===== src/rtl/adder_result_depacketizer_if.sv =====
// adder_result_depacketizer_if: packet input and result output handshakes.
// master drives in_valid/in_packet/out_ready, slave (the depacketizer) drives the rest.
interface adder_result_depacketizer_if #(
    parameter int DWIDTH = 8,
    parameter int PWIDTH = 47
);
    logic              in_valid;
    logic              in_ready;
    logic [PWIDTH-1:0] in_packet;
    logic              out_valid;
    logic              out_ready;
    logic [DWIDTH-1:0] out_data;
    logic [2:0]        out_src;
    logic [7:0]        out_index;
    modport master (
        output in_valid, in_packet, out_ready,
        input  in_ready, out_valid, out_data, out_src, out_index
    );
    modport slave (
        input  in_valid, in_packet, out_ready,
        output in_ready, out_valid, out_data, out_src, out_index
    );
endinterface


===== src/rtl/adder_result_depacketizer.sv =====
// adder_result_depacketizer: checks adder-result packets, buffers Psums with source and 1-based index.
// Ports: clk, reset (sync, active-high), bus (packet in / result out handshakes),
// drop_count (saturating rejected-packet count), done (NUM_RESULTS results delivered, sticky).
module adder_result_depacketizer #(
    parameter int          DWIDTH      = 8,
    parameter int          PWIDTH      = 47,
    parameter logic [2:0]  MY_ADDR     = 3'b110,
    parameter logic [2:0]  SRC_ADDR    = 3'b100,
    parameter logic [31:0] PAD_VALUE   = 32'h0000FFFF,
    parameter int          DEPTH       = 4,
    parameter int          NUM_RESULTS = 16
) (
    input  logic                         clk,
    input  logic                         reset,
    adder_result_depacketizer_if.slave   bus,
    output logic [7:0]                   drop_count,
    output logic                         done
);
    localparam int AW = $clog2(DEPTH);
    localparam int CW = $clog2(DEPTH + 1);
    localparam int EW = 3 + DWIDTH + 8;
    typedef enum logic [1:0] {IDLE, HOLD, FULL, DONE} state_t;
    state_t          state;
    logic [EW-1:0]   mem [DEPTH];
    logic [AW-1:0]   rd_ptr, wr_ptr;
    logic [CW-1:0]   count, count_n;
    logic [7:0]      idx, delivered;
    logic            good, take, push, pop, last;
    assign good = bus.in_packet[DWIDTH+38] &&
                  bus.in_packet[DWIDTH+37:DWIDTH+35] == MY_ADDR &&
                  bus.in_packet[DWIDTH+34:DWIDTH+32] == SRC_ADDR &&
                  bus.in_packet[DWIDTH+31:DWIDTH] == PAD_VALUE;
    // Accept only while the FSM says there is room and the layer is not finished.
    assign bus.in_ready  = state == IDLE || state == HOLD;
    assign bus.out_valid = count != '0;
    assign {bus.out_src, bus.out_data, bus.out_index} = mem[rd_ptr];
    assign take    = bus.in_valid && bus.in_ready;
    assign push    = take && good;
    assign pop     = bus.out_valid && bus.out_ready;
    assign count_n = count + CW'(push) - CW'(pop);
    // This dequeue delivers the final result of the layer.
    assign last    = pop && delivered == 8'(NUM_RESULTS - 1);
    always_ff @(posedge clk) begin
        if (reset) begin
            for (int i = 0; i < DEPTH; i++) mem[i] <= '0;
            rd_ptr     <= '0;
            wr_ptr     <= '0;
            count      <= '0;
            idx        <= 8'd1;
            delivered  <= '0;
            drop_count <= '0;
            done       <= 1'b0;
            state      <= IDLE;
        end else begin
            if (push) begin
                mem[wr_ptr] <= {bus.in_packet[DWIDTH+34:DWIDTH+32], bus.in_packet[DWIDTH-1:0], idx};
                wr_ptr      <= wr_ptr + 1'b1;
                idx         <= idx + 8'd1;
            end
            if (take && !good && drop_count != 8'hFF) drop_count <= drop_count + 8'd1;
            if (pop) begin
                rd_ptr    <= rd_ptr + 1'b1;
                delivered <= delivered + 8'd1;
            end
            count <= count_n;
            done  <= done || last;
            state <= (done || last) ? DONE :
                     count_n == '0 ? IDLE :
                     count_n == CW'(DEPTH) ? FULL : HOLD;
        end
    end
endmodule


===== src/flat_wrapper.sv =====
// flat-port wrapper written by rule: the top's interface ports become plain ports
module adder_result_depacketizer_flat 
#(
    parameter int          DWIDTH      = 8,
    parameter int          PWIDTH      = 47,
    parameter logic [2:0]  MY_ADDR     = 3'b110,
    parameter logic [2:0]  SRC_ADDR    = 3'b100,
    parameter logic [31:0] PAD_VALUE   = 32'h0000FFFF,
    parameter int          DEPTH       = 4,
    parameter int          NUM_RESULTS = 16
)
  (clk, reset, drop_count, done, bus_in_valid, bus_in_packet, bus_out_ready, bus_in_ready, bus_out_valid, bus_out_data, bus_out_src, bus_out_index);
  adder_result_depacketizer_if #(.DWIDTH(DWIDTH), .PWIDTH(PWIDTH)) bus_i ();
  input  logic clk;
  input  logic reset;
  output logic [7:0] drop_count;
  output logic done;
  input wire logic [$bits(bus_i.in_valid)-1:0] bus_in_valid;
  input wire logic [$bits(bus_i.in_packet)-1:0] bus_in_packet;
  input wire logic [$bits(bus_i.out_ready)-1:0] bus_out_ready;
  output wire logic [$bits(bus_i.in_ready)-1:0] bus_in_ready;
  output wire logic [$bits(bus_i.out_valid)-1:0] bus_out_valid;
  output wire logic [$bits(bus_i.out_data)-1:0] bus_out_data;
  output wire logic [$bits(bus_i.out_src)-1:0] bus_out_src;
  output wire logic [$bits(bus_i.out_index)-1:0] bus_out_index;
  assign bus_i.in_valid = bus_in_valid;
  assign bus_i.in_packet = bus_in_packet;
  assign bus_i.out_ready = bus_out_ready;
  assign bus_in_ready = bus_i.in_ready;
  assign bus_out_valid = bus_i.out_valid;
  assign bus_out_data = bus_i.out_data;
  assign bus_out_src = bus_i.out_src;
  assign bus_out_index = bus_i.out_index;
  adder_result_depacketizer #(.DWIDTH(DWIDTH), .PWIDTH(PWIDTH), .MY_ADDR(MY_ADDR), .SRC_ADDR(SRC_ADDR), .PAD_VALUE(PAD_VALUE), .DEPTH(DEPTH), .NUM_RESULTS(NUM_RESULTS)) u_core (.clk(clk), .reset(reset), .bus(bus_i), .drop_count(drop_count), .done(done));
endmodule

===== config.mk =====
export PLATFORM = sky130hd
export DESIGN_NAME = adder_result_depacketizer_flat
export DESIGN_NICKNAME = d
export VERILOG_FILES = /design/src/rtl/adder_result_depacketizer_if.sv /design/src/rtl/adder_result_depacketizer.sv /design/src/flat_wrapper.sv
export SDC_FILE = /design/constraint.sdc
export NUM_CORES = 1
export LEC_CHECK = 0
export ABC_CLOCK_PERIOD_IN_PS = 3950
export BUFFER_PORTS_ARGS = -buffer_cell sky130_fd_sc_hd__buf_2
export CAP_MARGIN = 20
export CORE_MARGIN = 2
export CORE_UTILIZATION = 45
export DETAILED_ROUTE_END_ITERATION = 8
export GPL_TIMING_DRIVEN = 1
export PLACE_DENSITY = 0.66
export SLEW_MARGIN = 25
export SYNTH_ARGS = -nofsm -noshare
export SYNTH_HDL_FRONTEND = slang
export SYNTH_SLANG_ARGS = --single-unit

===== constraint.sdc =====
create_clock -name clk -period 3.95 [get_ports clk]
set_input_delay 0.1975 -clock clk [delete_from_list [all_inputs] [get_ports clk]]
set_output_delay 0.1975 -clock clk [all_outputs]
set_load 0.01 [all_outputs]

==> impl_metrics.json, run 1 <==
{
  "synth-seq-area-share_pct": 59.6,
  "leakagePower_nw": 2.27,
  "cpPeakStageDelay_ns": 0.40,
  "place_area_mm2": 0.00555,
  "cp.required_ns": 4.23,
  "avgSynthCellArea_um2": 13.1,
  "routabilityCongestion": 0.783,
  "setup_viol": 0,
  "cts_resized": 0,
  "cp_max_fo": 22,
  "chipHeight_um": 109,
  "slew-limit-headroom_pct": 33.7,
  "start_kind": "register",
  "crit_path_end_kind": "register",
  "ys_types": 55,
  "power.internal_mw": 1.93,
  "layout-drive-gt1-share_pct": 29.0,
  "core_area_mm2": 0.0108,
  "p_switching_uw": 750,
  "critPathKind": "reg -> reg",
  "initial_core_util_pct": 46.2,
  "cp_cell_sequence": "and2b_1 -> nand4_4 -> inv_2 -> ha_1 -> inv_1 -> fa_1 -> xor2_1 -> xnor2_1 -> nor2_1 -> a21o_1",
  "power_mw": 2.68,
  "routedWlPerCell_um": 16.5,
  "synth_compound_area_share_pct": 4.60,
  "die_x_um": 109,
  "p_clk_share_pct": 26.8,
  "async_flop_share_pct": 0,
  "final_cell_mix": "buf_2, edfxtp_1, dfxtp_1",
  "status": "finished clean",
  "synthMuxAreaShare_pct": 9.20,
  "use_met2_pct": 28.1,
  "seqPwrFrac_pct": 51.0,
  "clk_pin_slew_ns": 0.11,
  "antennaDiodeCount": 0,
  "p_comb_share_pct": 22.1,
  "globalRouteMet3Util_pct": 3.38,
  "antenna_found_initial": 0,
  "multi_input_area_mm2": 0.00190,
  "drc_errors": 0,
  "cts_hold_buf": 0,
  "synth-seq-cells": 111,
  "track_usage_pct": 17.2,
  "firstDrtPassIters": 5,
  "fmax_mhz": 378,
  "grt_pass1_vias": 3151,
  "setup-tns-final_ns": 0,
  "swShare_pct": 28.0,
  "clock_path_buffers": 2,
  "crit_family": "simple AND/OR/NAND/NOR gates",
  "fill_cells": 924,
  "num_rows": 38,
  "synth_xor_area_share_pct": 1.93,
  "rsz0062_at_grt": "false",
  "worst_pin_slew_ns": 0.987,
  "critical_path_buf_inv_count": 2,
  "vias_per_cell": 5.47,
  "final_common_cell": "buf_2",
  "fin_area_mm2": 0.00576,
  "cts_buffers": 9,
  "post_cts_buffers": 0,
  "ys.flop_type": "edfxtp_1",
  "peakVddDrop_uv": 285,
  "io_buffer_count": 80,
  "vias": 3332,
  "netlist_area_mm2": 0.00500,
  "syn2layout_area_growth_pct": 15.2,
  "clkLatencyLatePin_ns": 0.37,
  "drv_cap": 0,
  "routed_wl_um": 10000,
  "synth_cells": 383,
  "cts_sinks": 111,
  "num-nets-final": 521,
  "min_period_ns": 2.65,
  "antenna_left": 0,
  "powerDensity_mw_per_mm2": 465,
  "hold_violations": 0,
  "placed_cells": 593,
  "grt_use_met1_pct": 22.8,
  "cpMaxStageDelayCell": "inv_2",
  "grt_first_pass_wirelength_um": 15400,
  "grt-ovfl-total": 0,
  "busiest_layer": "met2",
  "die_area_mm2": 0.0120,
  "arrival_ns": 2.92,
  "clockRootBuffer": "clkbuf_8",
  "final_cells": 609,
  "regArea_mm2": 0.00298,
  "grt_max_degree": 46,
  "htreeDepth": 3,
  "dr.first_iter.drc_count": 213,
  "clock_skew_ns": 0.00880,
  "synth_simple_gate_area_share_pct": 19.9,
  "synth_top_family_by_area": "simple AND/OR/NAND/NOR gates",
  "hold_path_class": "in -> reg",
  "ys_warn_count": 0,
  "timing.final.crit_share_pct": 67.0,
  "io_pins": 81,
  "drv_slew": 0,
  "dpl.hpwl_um": 6440,
  "cts_tree": "done",
  "synth-edff-count": 76,
  "synth-adder-area-share_pct": 1.65
}
## final cells by class
cell class | instances | area share [%]
repair buffers | 86 | 7.73
clock buffers | 9 | 2.15
inverters | 12 | 0.782
clock inverters | 7 | 1.52
flip-flops and latches | 111 | 51.8
well taps | 140 | 3.04
multi-input cells | 244 | 33.0
## path summary, 6_finish.rpt
check | from | to | slack, ns | cells after the start
worst min register to register | u_core.delivered[6]$_SDFFE_PP0P_ | u_core.delivered[6]$_SDFFE_PP0P_ | 0.51 | 2
worst max-delay path | u_core.state[1]$_SDFF_PP0_ | u_core.state[1]$_SDFF_PP0_ | 1.30 | 10
worst max register to register | u_core.state[1]$_SDFF_PP0_ | u_core.state[1]$_SDFF_PP0_ | 1.30 | 10
worst min-delay path | bus_in_packet[3] | u_core.mem[0][11]$_SDFFCE_PN0P_ | 0.14 | 2
## cells in the mapped netlist, types with 11 or more instances
| cell | instances | area (um^2) |
|---|---|---|
| dfxtp_1 | 35 | 701 |
| mux4_2 | 19 | 428 |
| nor2_1 | 20 | 75.1 |
| and3_1 | 33 | 206 |
| nand2_1 | 18 | 67.6 |
| a21oi_1 | 13 | 65.1 |
| inv_1 | 11 | 41.3 |
| and2_1 | 32 | 200 |
| edfxtp_1 | 76 | 2280 |
| clkbuf_1 | 13 | 48.8 |
## routing by layer
layer	vias to the layer above	share of wire (%)
met4	0	1.1
met2	134	48
met1	1588	45
met5	-	0
met3	10	6.6
li1	1600	-
## power groups by stage
stage / clock network, mW / registers, mW / logic [mW]
after floorplan: 0 / 1.37 / 0.435
after global placement: 0 / 1.39 / 0.589
after detailed placement: 0 / 1.40 / 0.605
after CTS: 0.734 / 1.37 / 0.606
after global routing: 0.770 / 1.38 / 0.655
final: 0.719 / 1.37 / 0.593
## flip-flops by register name (all words and copies together), names as in the netlist, named ones only
signal and count:
u_core.mem 76, u_core.idx 8, u_core.state 1, u_core.done 1, u_core.drop_count 8, u_core.delivered 8, u_core.wr_ptr 2, u_core.count 3
u_core.rd_ptr 2
## logic make-up (layout without fill, tap and decap cells)
| group | count (synthesis) | count (layout) |
|---|---|---|
| AND/OR/NAND/NOR | 161 | 161 |
| flip-flops | 111 | 111 |
| XOR/XNOR | 11 | 11 |
| AO/OA/AOI/OAI | 36 | 36 |
| adder cells (fa/ha/maj) | 6 | 6 |
| buffers and inverters | 35 | 114 |
| other | 1 | 8 |
| multiplexers | 22 | 22 |
## through the flow
step | utilization [%] | worst slack, ns | hold slack (ns)
5_1_grt | 53.2 | 1.07 | 0.123
3_3_place_gp | 51.2 | 1.06 | 0.481
4_1_cts | 53.1 | 1.29 | 0.125
6_report | 53.2 | 1.30 | 0.137
3_5_place_dp | 51.2 | 0.939 | 0.499
2_1_floorplan | - | 0.853 | 0.396
## worst reg2reg max path, delay by kind of cell, from the launching register on
kind / cells / cell delay [ns]
simple gates: 3 / 0.68
fa+ha+maj: 2 / 0.59
buf+inv: 2 / 0.45
flops: 1 / 0.32
xor+xnor: 2 / 0.32
compound gates: 1 / 0.19
No activity file was read; power rests on OpenSTA's default activity.
==> run 2: changes to the inputs <==
- ABC_AREA: unset -> 1
- ABC_CLOCK_PERIOD_IN_PS: 3950 -> 2430
- PLACE_DENSITY: 0.66 -> 0.68
- clock period: 3.95 -> 2.43 ns (I/O delays scaled with it)
==> impl_metrics.json, run 2 <==
{
  "status": "finished clean",
  "final_cells": 806,
  "routabilityCongestion": 0.852,
  "firstDrtPassIters": 4,
  "cp_common_cell": "nand2_1",
  "vias_per_cell": 5.20,
  "leakagePower_nw": 2.44,
  "die_area_mm2": 0.0127,
  "drv_slew": 0,
  "clk_pin_slew_ns": 0.07,
  "io_pins": 81,
  "busiest_layer": "met2",
  "yosysMostFrequentCell": "nor2_1",
  "fin_util_pct": 54.3,
  "final_cell_mix": "nor2_1, buf_2, edfxtp_1",
  "cts_resized": 0,
  "synth-seq-area-share_pct": 56.3,
  "powerDensity_mw_per_mm2": 781,
  "vias": 4194,
  "cpPeakStageDelay_ns": 0.38,
  "dr.first_iter.drc_count": 252,
  "synth-seq-cells": 111,
  "ys_types": 30,
  "antenna_left": 0,
  "clock_skew_ns": 0.00758,
  "setup_viol": 0,
  "hold_violations": 0,
  "antennaDiodeCount": 0,
  "synth-edff-count": 76,
  "io_buffer_count": 80,
  "yosys-top-cells-area": "edfxtp_1, dfxtp_1, nor2_1, o21ai_0, nand2_1",
  "fmax_mhz": 472,
  "cpMaxStageDelayCell": "fa_1",
  "synth.largest_area_cell": "edfxtp_1",
  "synth.top_cell.area_share_pct": 43.1,
  "min_period_ns": 2.12,
  "clockRootBuffer": "clkbuf_16",
  "ys.flop_type": "edfxtp_1",
  "cts_sinks": 111,
  "ys_warn_count": 0,
  "drv_cap": 0,
  "drc_errors": 0,
  "dpl.hpwl_um": 7210,
  "critical_path_buf_inv_count": 3,
  "core_area_mm2": 0.0115,
  "avgSynthCellArea_um2": 9.31,
  "num-nets-final": 715,
  "peakVddDrop_uv": 518,
  "layout-drive-gt1-share_pct": 22.0,
  "max_flop_register": "u_core.mem",
  "num_rows": 39,
  "fill_cells": 1026,
  "cp.required_ns": 2.69,
  "track_usage_pct": 18.8,
  "post_cts_buffers": 0,
  "netlist_area_mm2": 0.00530,
  "grt_use_met1_pct": 24.1,
  "final_common_cell": "nor2_1",
  "setup_slack_ns": 0.311,
  "critPathKind": "reg -> reg",
  "routed_wl_um": 11300,
  "cts_tree": "done",
  "power_mw": 4.86,
  "synth_common_cells": "nor2_1, edfxtp_1, nand2_1",
  "htreeDepth": 3,
  "cts_hold_buf": 0,
  "cp_max_fo": 8,
  "routedWlPerCell_um": 14.0,
  "cts_buffers": 9,
  "arrival_ns": 2.38,
  "die_x_um": 113,
  "syn2layout_area_growth_pct": 17.4,
  "crit_family": "adder cells",
  "grt_max_degree": 39,
  "cp_cell_sequence": "nor2_1 -> nand2_1 -> nand2_1 -> inv_2 -> ha_1 -> inv_1 -> ha_1 -> inv_1 -> fa_1 -> nand2_1 -> nand2_1 -> nor2_1 -> nand2_1 -> o21ai_0",
  "clkLatencyLatePin_ns": 0.34,
  "clock_path_buffers": 2,
  "globalRouteMet3Util_pct": 3.51,
  "hold_path_class": "in -> reg",
  "antenna_found_initial": 0,
  "chipHeight_um": 113,
  "grt_first_pass_wirelength_um": 19300,
  "initial_core_util_pct": 46.2,
  "grt_pass1_vias": 4242,
  "timing.final.crit_share_pct": 87.2,
  "async_flop_share_pct": 0,
  "rsz0062_at_grt": "false",
  "crit_path_end_kind": "register",
  "use_met2_pct": 32.7,
  "synth_cells": 569,
  "start_kind": "register",
  "largest_reg_flops": 76,
  "grt-ovfl-total": 0,
  "placed_cells": 790,
  "dp_slack_ns": 0.169
}
-- run 2: final cells by class --
class	instances	area, um^2	share of cell area [%]
flip-flops and latches	111	2980	47.9
multi-input cells	382	1990	32.0
repair buffers	94	518	8.32
clock buffers	12	246	3.96
inverters	60	225	3.62
well taps	143	179	2.88
clock inverters	4	77.6	1.25
-- run 2: worst paths after layout --
path              cells past startpoint  slack (ns)                        from                          end
setup / recovery                     14        0.31  u_core.count[1]$_SDFF_PP0_   u_core.state[1]$_SDFF_PP0_
hold / removal                        3        0.13            bus_in_packet[6]  u_core.mem[3][14]$_DFFE_PP_
setup reg to reg                     14        0.31  u_core.count[1]$_SDFF_PP0_   u_core.state[1]$_SDFF_PP0_
hold reg to reg                       2        0.47  u_core.idx[7]$_SDFFE_PP0P_   u_core.idx[7]$_SDFFE_PP0P_
-- run 2: tightest hold or removal path, cell delays in order --
cell    delay (ns)
buf_2         0.08
inv_1         0.06
nor2_1        0.10
-- run 2: cells by family after synthesis --
family                     count (synthesis)  synth area share [%]
xor gates and xnor gates                  11                  1.82
buffers and inverters                     83                  6.61
other                                      1                0.0708
and+or+nand+nor                          262                  24.2
DFF                                      111                  56.3
AOI/OAI and AO/OA                         95                  9.47
adders and majority gates                  6                  1.56
-- run 2: per-stage QoR --
| step | instance area (um^2) | hold slack [ns] | setup TNS, ns |
|---|---|---|---|
| floorplan | 5330 | 0.276 | -5.10 |
| global placement | 5900 | 0.451 | 0 |
| finish | 6220 | 0.134 | 0 |
| detailed placement | 5900 | 0.452 | 0 |
| global route | 6220 | 0.155 | 0 |
| CTS | 6220 | 0.125 | 0 |
-- run 2: per-layer routing --
layer	vias to the layer above	part of all wire, %
met2	96	51
met3	12	4.8
met5	-	0
met1	1995	43
li1	2091	-
met4	0	1.2
-- run 2: power breakdown --
group          internal (mW)  total [mW]  switching, mW
clock                  0.941        1.59          0.647
sequential              2.14        2.20         0.0602
combinational          0.391        1.08          0.685
==> run 3: changes to the inputs <==
- ABC_AREA: 1 -> unset
- CAP_MARGIN: 20 -> unset
==> impl_metrics.json, run 3 (synthesized netlist as in run 1, its figures left out) <==
{
  "antenna_found_initial": 0,
  "grt_first_pass_wirelength_um": 16700,
  "fmax_mhz": 457,
  "clkLatencyLatePin_ns": 0.37,
  "drv_slew": 0,
  "hold_path_class": "in -> reg",
  "core_area_mm2": 0.0108,
  "cts_sinks": 111,
  "setup_viol": 0,
  "clock_skew_ns": 0.0129,
  "placed_cells": 606,
  "htreeDepth": 3,
  "r2r-start": "u_core.count[1]$_SDFF_PP0_",
  "post_cts_buffers": 0,
  "max_flop_register": "u_core.mem",
  "r2r_setup_slack_ns": 0.24,
  "hold_violations": 0,
  "cpMaxStageDelayCell": "dfxtp_1",
  "crit_family": "adder cells",
  "cpPeakStageDelay_ns": 0.37,
  "rr_worst_depth": 10,
  "syn2layout_area_growth_pct": 17.9,
  "start_kind": "register",
  "largest_reg_flops": 76,
  "grt-ovfl-total": 0,
  "rsz0062_at_grt": "false",
  "io_buffer_count": 80,
  "num-nets-final": 534,
  "routedWlPerCell_um": 16.6,
  "final_common_cell": "buf_2",
  "vias_per_cell": 5.43,
  "power_mw": 4.34,
  "whs_ns": 0.0704,
  "powerDensity_mw_per_mm2": 735,
  "die_x_um": 109,
  "drv_cap": 0,
  "critical_path_buf_inv_count": 2,
  "vias": 3374,
  "firstDrtPassIters": 4,
  "critPathKind": "reg -> reg",
  "crit_path_end_kind": "register",
  "cts_resized": 0,
  "grt_pass1_vias": 3469,
  "min_period_ns": 2.19,
  "cp.required_ns": 2.70,
  "final_cell_mix": "buf_2, edfxtp_1, dfxtp_1",
  "setup-tns-final_ns": 0,
  "chipHeight_um": 109,
  "antennaDiodeCount": 0,
  "clock_path_buffers": 2,
  "cp_cell_sequence": "o31a_1 -> ha_1 -> inv_1 -> ha_1 -> inv_1 -> fa_1 -> xor2_1 -> xnor2_1 -> nor2_1 -> a21o_1",
  "cts_buffers": 9,
  "routabilityCongestion": 0.784,
  "cts_tree": "done",
  "setup_slack_ns": 0.240,
  "holdCritStartpoint": "bus_in_packet[7]",
  "arrival_ns": 2.46,
  "worstReg2RegEnd": "u_core.state[1]$_SDFF_PP0_",
  "num_rows": 38,
  "layout-drive-gt1-share_pct": 31.0,
  "cts_hold_buf": 0,
  "dp_slack_ns": 0.151,
  "track_usage_pct": 18.4,
  "io_pins": 81,
  "fill_cells": 933,
  "hold_path_end": "u_core.mem[0][15]$_SDFFCE_PN0P_",
  "grt_max_degree": 30,
  "dpl.hpwl_um": 7010,
  "timing.final.crit_share_pct": 90.1,
  "status": "finished clean",
  "leakagePower_nw": 2.34,
  "drc_errors": 0,
  "min_path_cells": 2,
  "clk_pin_slew_ns": 0.11,
  "dr.first_iter.drc_count": 127,
  "antenna_left": 0,
  "clockRootBuffer": "clkbuf_8",
  "die_area_mm2": 0.0120,
  "final_cells": 621,
  "cp_max_fo": 4,
  "routed_wl_um": 10300,
  "peakVddDrop_uv": 546,
  "initial_core_util_pct": 46.2
}
## run 3: changes by cell type in the layout (fill, tap and decap cells not counted), sizes merged, moves of 10 or more
| cell | delta |
|---|---|
| a21oi | -10 |
| and2 | +32 |
| and3 | +33 |
| inv | -48 |
| mux4 | +19 |
| nand2 | -51 |
| nand3 | -10 |
| nand4 | -13 |
| nor2 | -103 |
| nor3 | -25 |
| o21ai | -45 |
| o22ai | -19 |
## run 3: power breakdown
part / leakage [nW] / switching, mW / internal [mW] / total (mW)
combinational: 1.20 / 0.492 / 0.523 / 1.02
clock: 0.0962 / 0.633 / 0.489 / 1.12
sequential: 1.04 / 0.0649 / 2.14 / 2.20
## run 3: stage by stage
step | utilization, % | instance area [um^2]
2_1_floorplan | - | 5030
3_3_place_gp | 52.6 | 5700
3_5_place_dp | 52.6 | 5700
4_1_cts | 54.4 | 5900
5_1_grt | 54.4 | 5900
6_report | 54.4 | 5900
## run 3: per-layer routing
layer | GRT usage [%] | up-vias | routed length, um
met5 | 0 | - | 0
met4 | 4.88 | 0 | 104
met3 | 4.15 | 12 | 659
met2 | 33.2 | 118 | 5250
met1 | 22.1 | 1620 | 4310
li1 | - | 1624 | -
## run 3: worst max path at each step
stage / from / to / slack, ns / cells past startpoint
after floorplan: bus_in_packet[31] / u_core.state[1]$_SDFF_PP0_ / 0.03 / 13
after global placement: bus_in_packet[31] / u_core.state[1]$_SDFF_PP0_ / 0.21 / 12
after detailed placement: bus_in_packet[31] / u_core.state[1]$_SDFF_PP0_ / 0.15 / 12
after CTS: u_core.count[1]$_SDFF_PP0_ / u_core.state[1]$_SDFF_PP0_ / 0.22 / 10
after global routing: u_core.count[1]$_SDFF_PP0_ / u_core.state[1]$_SDFF_PP0_ / 0.05 / 10
final: u_core.count[1]$_SDFF_PP0_ / u_core.state[1]$_SDFF_PP0_ / 0.24 / 10
## run 3: area by class of cell
cell class	count	area, um^2	share of cell area [%]
Sequential cell	111	2980	50.5
Multi-Input combinational cell	244	1900	32.2
Timing Repair Buffer	99	593	10.0
Tap cell	140	175	2.97
Clock buffer	9	124	2.10
Clock inverter	6	81.3	1.38
Inverter	12	45.0	0.763
